<file path="src/rtl/reset_sequencer.sv">
// reset_sequencer: releases NUM_RST synchronous reset domains one at a time, gated by per-domain ack plus spacing.
// Ports:
//   clk       system clock
//   rst_n     asynchronous active-low reset
//   req_i     reset request, accepted after MIN_WIDTH consecutive high cycles
//   sw_req_i  single-cycle software restart pulse
//   ack_i     per-domain ready acknowledge (level)
//   rst_o     sequenced resets, asserted level = RST_POL
//   busy_o    sequence in progress
//   done_o    all domains released and acknowledged
//   err_o     sticky ack-timeout flag
// Optional: define RSTSEQ_ACK_TIMEOUT_EN to enable the ack wait timeout (TIMEOUT_CYC).
module reset_sequencer #(
  parameter int   NUM_RST     = 4,
  parameter int   HOLD_CYC    = 8,
  parameter int   STEP_DLY    = 16,
  parameter int   MIN_WIDTH   = 4,
  parameter logic RST_POL     = 1'b0,
  parameter int   TIMEOUT_CYC = 1024
) (
  input  logic               clk,
  input  logic               rst_n,
  input  logic               req_i,
  input  logic               sw_req_i,
  input  logic [NUM_RST-1:0] ack_i,
  output logic [NUM_RST-1:0] rst_o,
  output logic               busy_o,
  output logic               done_o,
  output logic               err_o
);
  localparam int IW = NUM_RST > 1 ? $clog2(NUM_RST) : 1;
  localparam logic [IW-1:0] LAST = IW'(NUM_RST - 1);
`ifdef RSTSEQ_ACK_TIMEOUT_EN
  localparam logic TO_EN = 1'b1;
`else
  localparam logic TO_EN = 1'b0;
`endif
  typedef enum logic [1:0] {ASSERT, WAIT_ACK, STEP, DONE} state_t;
  state_t             r_state;
  logic [15:0]        r_cnt;
  logic [IW-1:0]      r_idx;
  logic [NUM_RST-1:0] r_rst;
  logic               r_busy;
  logic               r_done;
  logic               r_err;
  logic [4:0]         r_req_cnt;
  logic               r_req_pulse;
  logic               w_restart;
  logic               w_to;
  logic               w_ack;
  assign w_restart = r_req_pulse | sw_req_i;
  // Timeout folds into the ack path so an expired wait behaves exactly like an ack.
  assign w_to  = TO_EN && !ack_i[r_idx] && (r_cnt == 16'(TIMEOUT_CYC - 1));
  assign w_ack = ack_i[r_idx] | w_to;
  assign rst_o  = r_rst;
  assign busy_o = r_busy;
  assign done_o = r_done;
  assign err_o  = r_err;
  // Saturating filter: one pulse when the count first hits MIN_WIDTH, none again until req_i drops.
  always_ff @(posedge clk or negedge rst_n) begin
    if (!rst_n) begin
      r_req_cnt   <= '0;
      r_req_pulse <= 1'b0;
    end else begin
      r_req_cnt   <= !req_i ? 5'd0 : (r_req_cnt == 5'(MIN_WIDTH)) ? r_req_cnt : r_req_cnt + 5'd1;
      r_req_pulse <= req_i && (r_req_cnt == 5'(MIN_WIDTH - 1));
    end
  end
  always_ff @(posedge clk or negedge rst_n) begin
    if (!rst_n) begin
      r_state <= ASSERT;
      r_cnt   <= '0;
      r_idx   <= '0;
      r_rst   <= {NUM_RST{RST_POL}};
      r_busy  <= 1'b1;
      r_done  <= 1'b0;
      r_err   <= 1'b0;
    end else if (w_restart) begin
      r_state <= ASSERT;
      r_cnt   <= '0;
      r_idx   <= '0;
      r_rst   <= {NUM_RST{RST_POL}};
      r_busy  <= 1'b1;
      r_done  <= 1'b0;
    end else begin
      case (r_state)
        ASSERT: begin
          if (r_cnt == 16'(HOLD_CYC - 1)) begin
            r_cnt    <= '0;
            r_rst[0] <= ~RST_POL;
            r_state  <= WAIT_ACK;
          end else begin
            r_cnt <= r_cnt + 16'd1;
          end
        end
        WAIT_ACK: begin
          if (w_ack) begin
            r_cnt <= '0;
            r_err <= r_err | w_to;
            if (r_idx == LAST) begin
              r_state <= DONE;
              r_busy  <= 1'b0;
              r_done  <= 1'b1;
            end else begin
              r_state <= STEP;
            end
          end else begin
            r_cnt <= r_cnt + 16'(TO_EN);
          end
        end
        STEP: begin
          if (r_cnt == 16'(STEP_DLY - 1)) begin
            r_cnt                <= '0;
            r_rst[r_idx + 1'b1]  <= ~RST_POL;
            r_idx                <= r_idx + 1'b1;
            r_state              <= WAIT_ACK;
          end else begin
            r_cnt <= r_cnt + 16'd1;
          end
        end
        default: ;
      endcase
    end
  end
endmodule

</file>
<file path="config.mk">
export PLATFORM = sky130hd
export DESIGN_NAME = reset_sequencer
export DESIGN_NICKNAME = d
export VERILOG_FILES = /design/src/rtl/reset_sequencer.sv
export SDC_FILE = /design/constraint.sdc
export NUM_CORES = 1
export LEC_CHECK = 0
export ABC_AREA = 1
export ABC_CLOCK_PERIOD_IN_PS = 3100
export BUFFER_PORTS_ARGS = -buffer_cell sky130_fd_sc_hd__buf_2
export CAP_MARGIN = 10
export CELL_PAD_IN_SITES_DETAIL_PLACEMENT = 1
export CELL_PAD_IN_SITES_GLOBAL_PLACEMENT = 1
export CORE_UTILIZATION = 47
export DETAILED_ROUTE_END_ITERATION = 6
export GPL_TIMING_DRIVEN = 0
export PLACE_DENSITY = 0.81
export SLEW_MARGIN = 5
export SYNTH_ARGS = -nofsm -noshare
export SYNTH_HDL_FRONTEND = slang
export SYNTH_SLANG_ARGS = --single-unit
</file>
<file path="constraint.sdc">
create_clock -name clk -period 3.1 [get_ports clk]
set_input_delay 0.155 -clock clk [delete_from_list [all_inputs] [get_ports clk]]
set_output_delay 0.155 -clock clk [all_outputs]
set_load 0.01 [all_outputs]
</file>
==> results.sh <==
export IMPL_status="finished, final reports clean"
export IMPL_maxSlewHeadroom_pct=51.0
export IMPL_first_global_vias=2171
export IMPL_fin_skew_ps=7.25
export IMPL_drc_errors=0
export IMPL_nets=350
export IMPL_synth_most_common_cell="nand2_1"
export IMPL_cts_sinks=32
export IMPL_clk_pin_slew_worst_paths_ps=60
export IMPL_p_leak_uw=0.00122
export IMPL_grt_setup_unrepaired="no"
export IMPL_clk_latency_ps=280
export IMPL_yosys_top_cells_count="nand2_1, inv_1, nand3_1"
export IMPL_synth_largest_area_cell="dfrtp_1"
export IMPL_synth_async_sr_flop_share_pct=100
export IMPL_track_usage_pct=26.0
export IMPL_power_density_mw_per_mm2=656
export IMPL_yosysTopAreaCellShare_pct=35.8
export IMPL_cp_cell_sequence="inv_1 > ha_1 > inv_1 > clkbuf_1 > nand4_1 > nand4_1 > nand2_1 > nand2_1 > inv_1"
export IMPL_synth_cell_type_count=31
export IMPL_num_fill_cells=615
export IMPL_drtAntennaViolNets=0
export IMPL_clockBufferDepth=2
export IMPL_dieArea_mm2=0.00488
export IMPL_crit_fanout=10
export IMPL_criticalPathCategory="reg -> reg"
export IMPL_holdCritStartpoint="req_i"
export IMPL_min_period_ps=1900
export IMPL_vias_per_cell=5.42
export IMPL_synth_edff_count=0
export IMPL_routedWlPerCell_um=15.0
export IMPL_core_area_mm2=0.00438
export IMPL_syn_area_mm2=0.00217
export IMPL_dpl_hpwl_mm=4.18
export IMPL_startpoint_type="flip-flop"
export IMPL_drive_above_1_share_pct=12.6
export IMPL_hold_viol=0
export IMPL_grt_overflow_total=0
export IMPL_grt_antenna_before_repair=0
export IMPL_max_stage_delay_ps=480
export IMPL_h_tree_depth=2
export IMPL_min_to="r_req_pulse"
export IMPL_die_w_um=69.9
export IMPL_r2r_slack_ps=1200
export IMPL_worst_endpoint_required_ps=3280
export IMPL_synth_warnings=0
export IMPL_timing_rr_end="r_cnt[15]"
export IMPL_synth_area_leaders="dfrtp_1, nand2_1, nand3_1"
export IMPL_cp_common_cell="inv_1"
export IMPL_area_growth_pct=10.6
export IMPL_hold_class="in -> reg"
export IMPL_synth_nets=329
export IMPL_fmax_mhz=527
export IMPL_slowest_stage="clkbuf_1"
export IMPL_timing_critical_path_from="r_state[0]"
export IMPL_drt_iter0_drc=74
export IMPL_dpl_cell_area_mm2=0.00230
export IMPL_port_buffers=13
export IMPL_drt_total_wl_mm=5.76
export IMPL_synthCells=311
export IMPL_initial_core_util_pct=49.4
export IMPL_grt_pass1_wl_mm=9.97
export IMPL_cts_root_buf="clkbuf_8"
export IMPL_synth_avg_cell_area_um2=6.96
export IMPL_ios=15
export IMPL_post_route_period_util_pct=61.2
export IMPL_final_area_mm2=0.00240
export IMPL_cp_data_arrival_time_ps=2070
export IMPL_r2r_start="r_state[0]"
export IMPL_antenna_cells=0
export IMPL_irDropWorstVdd_mv=0.434
export IMPL_cts_resized=0
export IMPL_drv_slew=0
export IMPL_num_rows=24
export IMPL_grt_max_degree=33
export IMPL_route_vias_total=2085
export IMPL_ys_flop_type="dfrtp_1"
export IMPL_yosys_register_bits=32
export IMPL_seq_area_frac_synth_pct=37.0
export IMPL_die_height_um=69.9
export IMPL_tightestPinTransition_ps=735
export IMPL_finalSetupTns_ps=0
export IMPL_dr_pass1_iters=4
export IMPL_critical_path_endpoint_type="flip-flop"
export IMPL_maxCapViolations=0
export IMPL_routabilityCongestion=0.797
export IMPL_hold_depth=3
export IMPL_rr_worst_depth=9
export IMPL_setup_violations=0
export IMPL_numCtsBuffers=5
export IMPL_cts_tree="done"
[area by class of cell]
type,count,area [µm²],share of cell area [%]
Buffer,9,72.6,3.03
Clock buffer,8,90.1,3.76
Inverter,37,141,5.90
Multi-Input combinational cell,233,1150,48.0
Sequential cell,32,802,33.5
Tap cell,52,65.1,2.72
Timing Repair Buffer,14,75.1,3.13
[cells by family after synthesis]
group | Yosys count | synth area share (%)
adder cells (fa/ha/maj) | 10 | 5.78
AND/OR/NAND/NOR | 190 | 38.0
flip-flops | 32 | 37.0
buffers and inverters | 46 | 9.88
XOR/XNOR | 4 | 1.62
AO/OA/AOI/OAI | 28 | 7.51
other | 1 | 0.173
[placed cells by master, fill, tap and decap left out, drive strengths merged]
| cell | count |
|---|---|
| clkbuf | 11 |
| nand4 | 12 |
| nor2 | 35 |
| dlygate4sd3 | 1 |
| buf | 19 |
| a21oi | 16 |
| nand3b | 1 |
| ha | 10 |
| inv | 37 |
| conb | 1 |
| xor2 | 4 |
| nand2 | 104 |
| a31oi | 1 |
| o21ai | 10 |
| dfrtp | 31 |
| nor3 | 1 |
| nand3 | 36 |
| dfstp | 1 |
| or2 | 1 |
| o21a | 1 |
[registers in the layout (all words and copies together), names as in the netlist]
| register | flops |
|---|---|
| busy_o | 1 |
| r_req_pulse | 1 |
| rst_o | 4 |
| r_state | 2 |
| done_o | 1 |
| r_req_cnt | 5 |
| r_cnt | 16 |
| r_idx | 2 |
[layer usage]
| layer | global-route usage, % | wire length, µm |
|---|---|---|
| met5 | 0 | 0 |
| met2 | 45.5 | 2910 |
| met4 | 7.78 | 66 |
| met1 | 32.6 | 2580 |
| met3 | 4.76 | 198 |
[metrics by stage]
stage	hold slack (ps)	setup slack (ps)	cells	util, %	power (µW)
after floorplan	-141	1600	311	-	1040
after global placement	261	1260	376	52.4	1220
after detailed placement	259	1260	376	52.4	1250
after CTS	154	1230	385	54.7	1590
after global routing	161	1070	385	54.7	1690
final	158	1200	385	54.7	1570
[where the power goes]
part / switching (µW) / total, µW / internal (µW)
registers: 54.8 / 522 / 467
clock network: 152 / 333 / 181
logic: 481 / 717 / 236
[worst max-delay path by stage]
stage | end | slack (ps) | cells after the start
2_1_floorplan | r_state[1] | 1600 | 10
3_3_place_gp | r_cnt[15] | 1260 | 9
3_5_place_dp | r_cnt[15] | 1260 | 9
4_1_cts | r_cnt[15] | 1230 | 9
5_1_grt | r_cnt[15] | 1070 | 9
6_report | r_cnt[15] | 1200 | 9
[worst max-delay path, delay by kind of cell (launching register included)]
family	cells	cell delay (ps)
buf+inv	4	720
fa+ha+maj	1	290
flops	1	380
simple gates	4	410
[timing repair]
action                                 in CTS  in global routing
buffers inserted                            0                  0
endpoints found under the hold margin      31                  0
hold buffers                                1                  0
(Power assumes the default switching activity.)
